--- config.mk ---
export PLATFORM = sky130hd
export DESIGN_NAME = logic_reduce_unit
export DESIGN_NICKNAME = d
export VERILOG_FILES = /design/src/rtl/logic_reduce_unit.sv
export SDC_FILE = /design/constraint.sdc
export NUM_CORES = 1
export LEC_CHECK = 0
export CORE_MARGIN = 3
export CORE_UTILIZATION = 30
export CTS_CLUSTER_DIAMETER = 100
export DETAILED_ROUTE_END_ITERATION = 10
export SLEW_MARGIN = 40
export SYNTH_ARGS = -nofsm -noshare
export SYNTH_HDL_FRONTEND = slang
export SYNTH_SLANG_ARGS = --single-unit
export TNS_END_PERCENT = 5
--- constraint.sdc ---
create_clock -name clk -period 4 [get_ports clk]
set_input_delay 0.4 -clock clk [delete_from_list [all_inputs] [get_ports clk]]
set_output_delay 0.4 -clock clk [all_outputs]
set_load 0.02 [all_outputs]
--- src/rtl/logic_reduce_unit.sv ---
// Streaming bitwise reduction unit: folds NUM_IN lanes per beat with a selectable
// logic op, accumulates across a packet, and presents one registered result per packet.
module logic_reduce_unit #(
  parameter int unsigned WIDTH  = 8,
  parameter int unsigned NUM_IN = 4,
  parameter int unsigned CNT_W  = 4
) (
  input  logic                    clk,
  input  logic                    rst_n,
  input  logic                    in_valid,
  output logic                    in_ready,
  input  logic [NUM_IN*WIDTH-1:0] in_data,
  input  logic [2:0]              in_op,
  input  logic                    in_last,
  output logic                    out_valid,
  input  logic                    out_ready,
  output logic [WIDTH-1:0]        out_data,
  output logic [CNT_W-1:0]        out_beats,
  output logic                    out_any,
  output logic                    out_err
);

  typedef enum logic [1:0] {
    IDLE,
    ACCUM,
    HOLD
  } state_t;

  typedef enum logic [1:0] {
    BASE_OR,
    BASE_AND,
    BASE_XOR
  } base_t;

  state_t            state_q, state_d;
  logic [WIDTH-1:0]  acc_q, acc_d;
  logic [WIDTH-1:0]  data_q, data_d;
  logic [2:0]        op_q, op_d;
  logic [CNT_W-1:0]  beats_q, beats_d;
  logic              err_q, err_d;

  logic              accept;
  logic [2:0]        cur_op;
  base_t             cur_base;
  logic              cur_illegal;
  logic              cur_invert;
  logic [WIDTH-1:0]  lane_or, lane_and, lane_xor;
  logic [WIDTH-1:0]  beat_res;
  logic [WIDTH-1:0]  merged;
  logic [WIDTH-1:0]  final_res;

  function automatic base_t base_of(input logic [2:0] op);
    case (op)
      3'b001, 3'b100: base_of = BASE_AND;
      3'b010, 3'b101: base_of = BASE_XOR;
      default:        base_of = BASE_OR;
    endcase
  endfunction

  assign accept    = in_valid && in_ready;
  assign in_ready  = (state_q != HOLD);
  assign out_valid = (state_q == HOLD);
  assign out_data  = data_q;
  assign out_beats = beats_q;
  assign out_any   = |data_q;
  assign out_err   = err_q;

  // The packet op is only taken from in_op on the first beat; later beats use the latched op.
  assign cur_op      = (state_q == IDLE) ? in_op : op_q;
  assign cur_base    = base_of(cur_op);
  assign cur_illegal = (cur_op[2:1] == 2'b11);
  assign cur_invert  = (cur_op == 3'b011) || (cur_op == 3'b100) || (cur_op == 3'b101);

  always_comb begin
    lane_or  = '0;
    lane_and = '1;
    lane_xor = '0;
    for (int unsigned k = 0; k < NUM_IN; k++) begin
      lane_or  = lane_or  | in_data[k*WIDTH +: WIDTH];
      lane_and = lane_and & in_data[k*WIDTH +: WIDTH];
      lane_xor = lane_xor ^ in_data[k*WIDTH +: WIDTH];
    end
  end

  always_comb begin
    case (cur_base)
      BASE_AND: beat_res = lane_and;
      BASE_XOR: beat_res = lane_xor;
      default:  beat_res = lane_or;
    endcase
  end

  always_comb begin
    if (state_q == IDLE) begin
      merged = beat_res;
    end else begin
      case (cur_base)
        BASE_AND: merged = acc_q & beat_res;
        BASE_XOR: merged = acc_q ^ beat_res;
        default:  merged = acc_q | beat_res;
      endcase
    end
  end

  // Inversion is applied once to the folded packet value, never per beat.
  always_comb begin
    if (cur_illegal) begin
      final_res = '0;
    end else if (cur_invert) begin
      final_res = ~merged;
    end else begin
      final_res = merged;
    end
  end

  always_comb begin
    state_d = state_q;
    acc_d   = acc_q;
    data_d  = data_q;
    op_d    = op_q;
    beats_d = beats_q;
    err_d   = err_q;
    case (state_q)
      IDLE: begin
        if (accept) begin
          op_d    = in_op;
          acc_d   = merged;
          beats_d = CNT_W'(1);
          if (in_last) begin
            state_d = HOLD;
            data_d  = final_res;
            err_d   = cur_illegal;
          end else begin
            state_d = ACCUM;
          end
        end
      end
      ACCUM: begin
        if (accept) begin
          acc_d   = merged;
          beats_d = (beats_q == '1) ? beats_q : beats_q + CNT_W'(1);
          if (in_last) begin
            state_d = HOLD;
            data_d  = final_res;
            err_d   = cur_illegal;
          end
        end
      end
      HOLD: begin
        if (out_ready) begin
          state_d = IDLE;
        end
      end
      default: state_d = IDLE;
    endcase
  end

  always_ff @(posedge clk) begin
    if (!rst_n) begin
      state_q <= IDLE;
      acc_q   <= '0;
      data_q  <= '0;
      op_q    <= '0;
      beats_q <= '0;
      err_q   <= 1'b0;
    end else begin
      state_q <= state_d;
      acc_q   <= acc_d;
      data_q  <= data_d;
      op_q    <= op_d;
      beats_q <= beats_d;
      err_q   <= err_d;
    end
  end

endmodule

==> run_results.csv <==
group,metric,value,unit
status,status,"complete, no violations",
timing,hold_viol,0,
detailed_routing,drt-vias-per-instance,4.92,
yosys,synth_edf_count,0,
cells_and_area,multi_input_comb_area,0.00164,mm^2
yosys,syn_inst,271,
cells_and_area,nFillCells,753,
die,die_area,0.00894,mm^2
pwr,ir_drop,160,uV
placed_design,dp.cells,417,
global_routing,grt_pass1_vias,2105,
pwr,power_density,308,mW/mm^2
cts,htreeDepth,1,
yosys,yosysUniqueCellTypes,51,
timing,setup_viol,0,
setup_path,crit_required,4.17,ns
cts,cts_resized,0,
cells_and_area,antenna_cells,0,
yosys,synth-seq-cells,26,
yosys,synth_area_per_cell,8.68,um^2
worst_hold_path,hp-class,"flip-flop to flip-flop",
global_routing,grt_use_met3,0.0175,
setup_path,arrival,3.76,ns
global_routing,grt_pass1_wl,9640,um
yosys,syn_nets,346,
timing,rsz0062_at_grt,"false",
global_routing,track_usage,0.132,
cts,cts_tree,"yes",
detailed_routing,dr.pass1.iters,4,
die,core,0.00745,mm^2
die,die_y,94.6,um
placed_design,dp.final_hpwl,4230,um
timing,clock.fmax,279,MHz
placed_design,gp_congestion,0.695,
yosys,synthFlopType,"dfxtp_1",
cts,cts.hold.buffers_added,0,
cts,clk_latency,0.27,ns
setup_path,end_kind,"flip-flop",
global_routing,antenna_found_initial,0,
global_routing,busiest_layer,"met2",
detailed_routing,drc,0,
timing,slew_headroom,0.584,
pwr,p_leak,1.45,nW
global_routing,met1_usage,0.188,
timing,clock_skew,0.00207,ns
timing,period_needed,3.59,ns
cts,numClockSinks,26,
timing,slew_violations,0,
cts,clock-root-buffer,"clkbuf_8",
setup_path,worstSetupPathType,"flip-flop to flip-flop",
cells_and_area,drive_gt1_frac,0.0404,
global_routing,grt_max_degree,34,
yosys,async_flop_share,0,
cts,cts_made_buffers,3,
die,die_w,94.6,um
cells_and_area,area.sequential,520,um^2
timing,max_slew.worst_pin.slew,0.619,ns
global_routing,grt_overflow,0,
cells_and_area,fin_nets,398,
placed_design,io_buffers,55,
placed_design,preCtsSetupSlack,0.207,ns
detailed_routing,wl,5540,um
cts,cts.path.max_buffers,2,
cells_and_area,final_cell_mix,"clkdlybuf4s50_1 (55), inv_1 (36), ha_1 (35)",
flow_run,maxCapViolCount,0,
die,row_count,31,
cts,clkTransAtPathRegs,0.09,ns
cells_and_area,final_common_cell,"clkdlybuf4s50_1",
timing,postLayoutSetupSlackWorst,0.411,ns
yosys,yosys_warnings,0,
yosys,synthesis.area,0.00235,mm^2
cts,post_cts_buffers,0,
die,start_util,0.316,
detailed_routing,drt_first_iter_violations,74,
global_routing,grt.met2_usage,0.212,
detailed_routing,wl_per_cell,13.2,um
setup_path,cp-start-kind,"flip-flop",
timing,timing.final.crit_share,0.897,
cells_and_area,final_cells,421,
yosys,yosysSeqAreaShare,0.221,
setup_path,worstPathMaxFanout,14,
detailed_routing,vias,2072,
detailed_routing,ant_nets,0,
timing,fin_tns_setup,0,ns
die,num_io_pins,56,
cells_and_area,syn_to_final_growth,30.6,%
[layer usage]
metal | share of wire | up-vias
met3 | 0.041 | 4
met1 | 0.53 | 937
li1 | - | 1082
met4 | 0.0065 | 0
met2 | 0.42 | 49
met5 | 0 | -
[path summary, 6_finish.rpt]
| path | startpoint | end | slack [ns] | cells past startpoint |
|---|---|---|---|---|
| min | out_beats[1] | out_beats[1] | 0.51 | 2 |
| max | state_q[0] | out_data[4] | 0.41 | 14 |
| max reg2reg | state_q[0] | out_data[4] | 0.41 | 14 |
| min reg2reg | out_beats[1] | out_beats[1] | 0.51 | 2 |
[stage by stage]
stage	total power, mW	utilization	hold slack (ns)	instance area, um^2
after floorplan	0.625	-	0.473	2350
after global placement	0.773	0.405	0.486	3020
after detailed placement	0.785	0.405	0.486	3020
after CTS	0.959	0.413	0.518	3070
after global routing	1.03	0.413	0.533	3070
final	0.948	0.413	0.512	3070
[logic make-up (layout without fill, tap and decap cells)]
group	after synthesis	after routing	synth area share
simple gates	64	64	0.139
flops	26	26	0.221
compound gates	74	74	0.233
buf+inv	50	101	0.0840
fa+ha+maj	35	35	0.186
xor+xnor	11	11	0.0898
mux	11	11	0.0468
[layout make-up]
cell class / instances / share of cell area
Tap cell: 99 / 0.0403
Clock buffer: 4 / 0.0179
Inverter: 37 / 0.0452
Sequential cell: 26 / 0.169
Multi-Input combinational cell: 195 / 0.532
Timing Repair Buffer: 60 / 0.195
[flip-flops by register name, summed over array words and instances, names as in the netlist]
signal	cells
acc_q	8
state_q	2
out_beats	4
out_err	1
out_data	8
op_q	3
[worst max-delay path, stage by stage, from the launching register on]
cell and delay [ns]:
dfxtp_1 0.40, or2_1 0.41, o31a_1 0.36, inv_1 0.07
ha_1 0.49, a41o_1 0.24, a21oi_1 0.05, a31oi_1 0.20
inv_1 0.07, ha_1 0.27, a221oi_1 0.29, a211o_1 0.13
o21ai_0 0.14, mux2i_1 0.15, a31o_1 0.21
[power by group]
group	switching, mW	total, mW	internal [mW]
clock network	0.0823	0.170	0.0880
registers	0.0231	0.306	0.283
logic	0.234	0.472	0.238
[synthesized netlist by cell type, types with 3 or more instances]
cell type	number	area (um^2)
a211o_1	4	35.0
a211oi_1	11	82.6
a21o_1	7	52.6
a21oi_1	11	55.1
a221oi_1	8	70.1
a31oi_1	5	31.3
a41o_1	4	40.0
a41oi_1	4	35.0
clkbuf_1	8	30.0
dfxtp_1	26	521
ha_1	35	438
inv_1	36	135
mux2i_1	11	110
nand2_1	8	30.0
nand2b_1	3	18.8
nand3_1	6	30.0
nor2_1	25	93.8
nor3_1	3	15.0
o21ai_0	7	35.0
xnor3_1	4	90.1
xor3_1	4	95.1
Power figures use the tool's default switching activity.
==> RTL change 1 (same flow settings) <==
Register the output `out_err` once more, without a reset; this adds one clock of latency there. The other outputs are not delayed to match.
--- a/src/rtl/logic_reduce_unit.sv
+++ b/src/rtl/logic_reduce_unit.sv
@@ -63,7 +63,9 @@
   assign out_data  = data_q;
   assign out_beats = beats_q;
   assign out_any   = |data_q;
-  assign out_err   = err_q;
+  always_ff @(posedge clk) begin
+    out_err <= err_q;
+  end
 
   // The packet op is only taken from in_op on the first beat; later beats use the latched op.
   assign cur_op      = (state_q == IDLE) ? in_op : op_q;
Check against the original RTL: not equivalent (a bounded check fails within 4 cycles, from zero or initial values and one cycle with rst_n low).
==> RTL change 1 against the original RTL <==
- first-iteration DRC count stayed put
- sequential cell count is 1 higher
- area after synthesis is 14% higher
- setup slack better by 38 ps
- design area is 12% higher
- wire length is 23% higher
- total power is 9.4% higher
- hold slack worse by 150 ps
- sequential power is 3% higher
- combinational power is 20% higher
- synthesized cell count is 11% higher
- largest cell class unchanged
- largest power group unchanged
==> RTL change 1: results (changes against the original RTL) <==
- Top cells by area, synth: dfxtp_1 (20%), ha_1 (16%), xnor3_1 (5.9%)
- Worst R2R Setup Slack: 460 ps (+50 ps)
- Synth cell count leaders: ha_1 (35), inv_1 (33), dfxtp_1 (27)
- Metal-1 WL: 3.26 mm (+11%)
- Mapped Cells: 301 (+11%)
- Area Overhead vs Synth: 28.7%
- Hold crit path type: reg2reg
- Worst Tran Pin Value: 720 ps (+101 ps)
- Met2 WL: 3.20 mm (+37%)
- Final WL: 6.81 mm (+23%)
- Placer's final routability congestion estimate: 0.811 (+17%)
- Clk slew on worst S/H paths: 90 ps (about the same)
- Switching pwr: 0.393 mW (+16%)
- Wire per inst: 14.7 µm (+12%)
- Cells after DPL: 459 (+10%)
- Largest fanout on the critical path: 11 (-3)
- Fillers: 864 (+15%)
- Largest net degree at the start of global routing: 33 (-2.9%)
- Status: completed
- Drt via density: 5.24 (+6.4%)
- Worst Reg-to-Reg Cells: 13 (-1)
- Detailed Place HPWL: 5.19 mm (+23%)
- First-pass GRT wire length: 11.6 mm (+20%)
- Vias in the first global route: 2479 (+18%)
- Initial antenna violation count: 0 (unchanged)
- Ratio of cells with drive above 1 in the final layout: 0.115 (+0.0742)
- Wire length on met3: 295 µm (+29%)
- Total Routing Usage GR: 0.139 (+0.00741)
- Sequential area share after synthesis: 0.202 (-0.0189)
- Clk_skew: 1.37 ps (-0.701 ps)
- Max IR drop VDD: 0.201 mV (+26%)
- PortBufs: 55 (unchanged)
- Pre-CTS setup slack: 120 ps (-86.7 ps)
- Yosys Warn Count: 0 (unchanged)
- Maxcap violations: 0 (unchanged)
- Syn nets: 376 (+8.7%)
- CTS Buffer Depth: 2 (unchanged)
- Min-delay src: err_q
- WHS Endpoint: out_err
- PostCTS Resize Cnt: 0 (unchanged)
- Layout Nets: 434 (+9.0%)
- Crit path DAT: 3720 ps (-40 ps)
- Initial DRC count: 74 (unchanged)
- Crit Reg-Reg Endpoint: acc_q[0]
- Reg-to-reg startpoint: state_q[1]
- Pleak: 1.51 nW (+4.3%)
- Hold Path Depth: 0 (-2)
RTL change 1: worst max path at each step:
stage | slack [ps] | end | cells past startpoint | startpoint
finish | 450 | acc_q[0] | 14 | in_op[2]
global route | 150 | acc_q[0] | 14 | in_op[2]
CTS | 410 | acc_q[0] | 14 | in_op[2]
detailed placement | 120 | acc_q[0] | 14 | in_op[2]
global placement | 230 | acc_q[0] | 14 | in_op[2]
floorplan | 460 | out_data[2] | 16 | state_q[0]
RTL change 1: power by group through the flow:
stage               combinational, mW  sequential [mW]  clock (mW)
finish                          0.565            0.316       0.157
global route                    0.632            0.319       0.173
CTS                             0.570            0.316       0.163
detailed placement              0.567            0.323           0
global placement                0.553            0.323           0
floorplan                       0.374            0.329           0
RTL change 1: stage by stage:
| stage | util | cell area, µm² | hold WS (ps) | power [mW] |
|---|---|---|---|---|
| 4_1_cts | 0.408 | 3440 | 359 | 1.05 |
| 3_3_place_gp | 0.403 | 3390 | 353 | 0.876 |
| 6_report | 0.408 | 3440 | 359 | 1.04 |
| 5_1_grt | 0.408 | 3440 | 378 | 1.13 |
| 3_5_place_dp | 0.403 | 3390 | 337 | 0.890 |
| 2_1_floorplan | - | 2670 | 331 | 0.703 |
RTL change 1: kinds of logic after synthesis:
family,count (synthesis),synth area share
buffers and inverters,55,0.0852
AOI/OAI and AO/OA,81,0.267
xor gates and xnor gates,11,0.0777
DFF,27,0.202
and+or+nand+nor,90,0.196
adders and majority gates,35,0.164
muxes,2,0.00749
RTL change 1: layout make-up:
cell class	count	share of cell area
Tap cell	105	0.0382
Inverter	38	0.0415
Clock buffer	4	0.0131
Timing Repair Buffer	70	0.196
Sequential cell	27	0.157
Multi-Input combinational cell	219	0.554
RTL change 1: worst max-delay path, stage by stage:
cell,delay (ps)
clkdlybuf4s50_1,470
nor2b_1,180
a21oi_1,160
a21oi_1,100
inv_1,70
ha_1,470
a41oi_1,230
a21boi_1,180
or2_1,250
ha_1,270
a221oi_1,230
o32ai_1,140
or2_1,270
o311a_1,290
RTL change 1: layer usage:
| layer | global-route usage | vias up |
|---|---|---|
| li1 | - | 1237 |
| met1 | 0.188 | 1130 |
| met2 | 0.241 | 52 |
| met3 | 0.0132 | 6 |
| met4 | 0.0259 | 0 |
| met5 | 0 | - |
==> RTL change 2 (same flow settings) <==
Without the edit above. `NUM_IN`: 4 -> 5.
--- a/src/rtl/logic_reduce_unit.sv
+++ b/src/rtl/logic_reduce_unit.sv
@@ -2,7 +2,7 @@
 // logic op, accumulates across a packet, and presents one registered result per packet.
 module logic_reduce_unit #(
   parameter int unsigned WIDTH  = 8,
-  parameter int unsigned NUM_IN = 4,
+  parameter int unsigned NUM_IN = 5,
   parameter int unsigned CNT_W  = 4
 ) (
   input  logic                    clk,
Interface: changed (resized in_data); port bits go from 56 to 64. The function was not compared with the original's and may differ.
==> RTL change 2 against the original RTL <==
- setup slack got worse by 110 ps
- largest power group unchanged
- first-iteration DRC count decreased by 23%
- core utilization down 0.34 points
- sequential cell count stayed put
- synthesized cell count up 17%
- wire length up 15%
- design area grew 10%
- critical endpoint is now acc_q[6]
- total power up 3.9%
- area after synthesis up 8.7%
- combinational power up 13%
==> RTL change 2: results (changes against the original RTL) <==
- Logic gate share of total power: 0.541 (+0.043)
- Fraction of power spent switching nets: 0.385 (+0.0269)
- Initial DRC count: 57 (-23%)
- Synth cell count leaders: inv_1 (36), ha_1 (35), nand2_1 (33)
- Critical Path Source: in_op[2]
- Multi-input gate count: 244 (+25%)
- Layout Nets: 467 (+17%)
- Status: completed
- Final WL: 6.35 mm (+15%)
- Max IR drop VDD: 0.155 mV (-3.5%)
- Final clock-cell share: 0.0122 (-0.00569)
- Largest fanout on the critical path: 6 (-8)
- Fmax: 271 MHz (-2.9%)
- Synth unique cells: 50 (-2.0%)
- Pleak: 1.50 nW (+3.9%)
- Clkbuf count: 3 (-1)
- Crit Reg-Reg Endpoint: acc_q[2]
- Vias in the first global route: 2355 (+12%)
- Worst R2R Setup Slack: 560 ps (+150 ps)
- Pre-CTS setup slack: -9.32 ps (-216 ps)
- Mapped Cells: 317 (+17%)
- Sequential area share after synthesis: 0.204 (-0.0176)
- Plain + repair buffers: 72 (+20%)
- CP endpoint: acc_q[6]
- Sequential Power: 0.307 mW (about the same)
- Detailed Place HPWL: 5.18 mm (+23%)
- Largest net degree at the start of global routing: 15 (-56%)
- Fraction of area in multi-input gates: 0.547 (+0.0154)
- First-pass GRT wire length: 10.8 mm (+12%)
- Hold crit path type: reg2reg
- Yosys Warn Count: 0 (unchanged)
- Clk slew on worst S/H paths: 90 ps (about the same)
- PortBufs: 63 (+15%)
- Post-CTS Repair Setup Buffers: 0 (unchanged)
- Top cells by area, synth: dfxtp_1 (20%), ha_1 (17%), xnor2_1 (8.6%)
- Critical-path top delay cell: clkdlybuf4s50_1
- Cells after DPL: 484 (+16%)
- Fillers: 851 (+13%)
- Total Routing Usage GR: 0.132 (+0.000542)
- Layout buffering overhead excluding clock cells: 0.207 (+0.0112)
- Clk_skew: 4.22 ps (+2.16 ps)
- Crit path DAT: 3870 ps (+110 ps)
- Syn nets: 400 (+16%)
- Pwr Total: 0.985 mW (+3.9%)
- Placer's final routability congestion estimate: 0.797 (+15%)
- Ratio of cells with drive above 1 in the final layout: 0.0445 (+0.00413)
- H-tree Lvls: 1 (unchanged)
- Area post-placement: 3340 µm² (+11%)
- DR vias: 2411 (+16%)
- Sequential portion of the cell area: 0.154 (-0.0154)
- Worst Reg-to-Reg Cells: 13 (-1)
- Async set-reset flop share out of synthesis: 0 (unchanged)
- Worst Tran Pin Value: 633 ps (+13.5 ps)
- Ys flop type: dfxtp_1
- Wire per inst: 13.0 µm (-0.90%)
- Max incr delay on CP: 570 ps (+80 ps)
- FFs & Latches: 26 (unchanged)
## RTL change 2: layer usage
metal,wire [µm],GRT usage,up-vias
met3,344,0.0193,6
met4,63,0.0326,0
li1,-,-,1252
met5,0,0,-
met1,3040,0.181,1099
met2,2910,0.218,54
## RTL change 2: worst min path at each step
stage / cells past startpoint / start / slack, ps / endpoint
floorplan: 2 / op_q[0] / 480 / op_q[0]
global placement: 2 / out_err / 480 / out_err
detailed placement: 2 / out_err / 490 / out_err
CTS: 2 / out_data[2] / 500 / out_data[2]
global route: 2 / out_err / 530 / out_err
finish: 2 / out_err / 500 / out_err
## RTL change 2: kinds of logic (layout without fill, tap and decap cells)
group           after synthesis  after routing  share of synthesized area
buf+inv                      47            112                     0.0729
mux                          10             10                     0.0396
simple gates                 96             96                      0.194
compound gates               76             76                      0.226
flops                        26             26                      0.204
fa+ha+maj                    35             35                      0.171
xor+xnor                     27             27                     0.0925
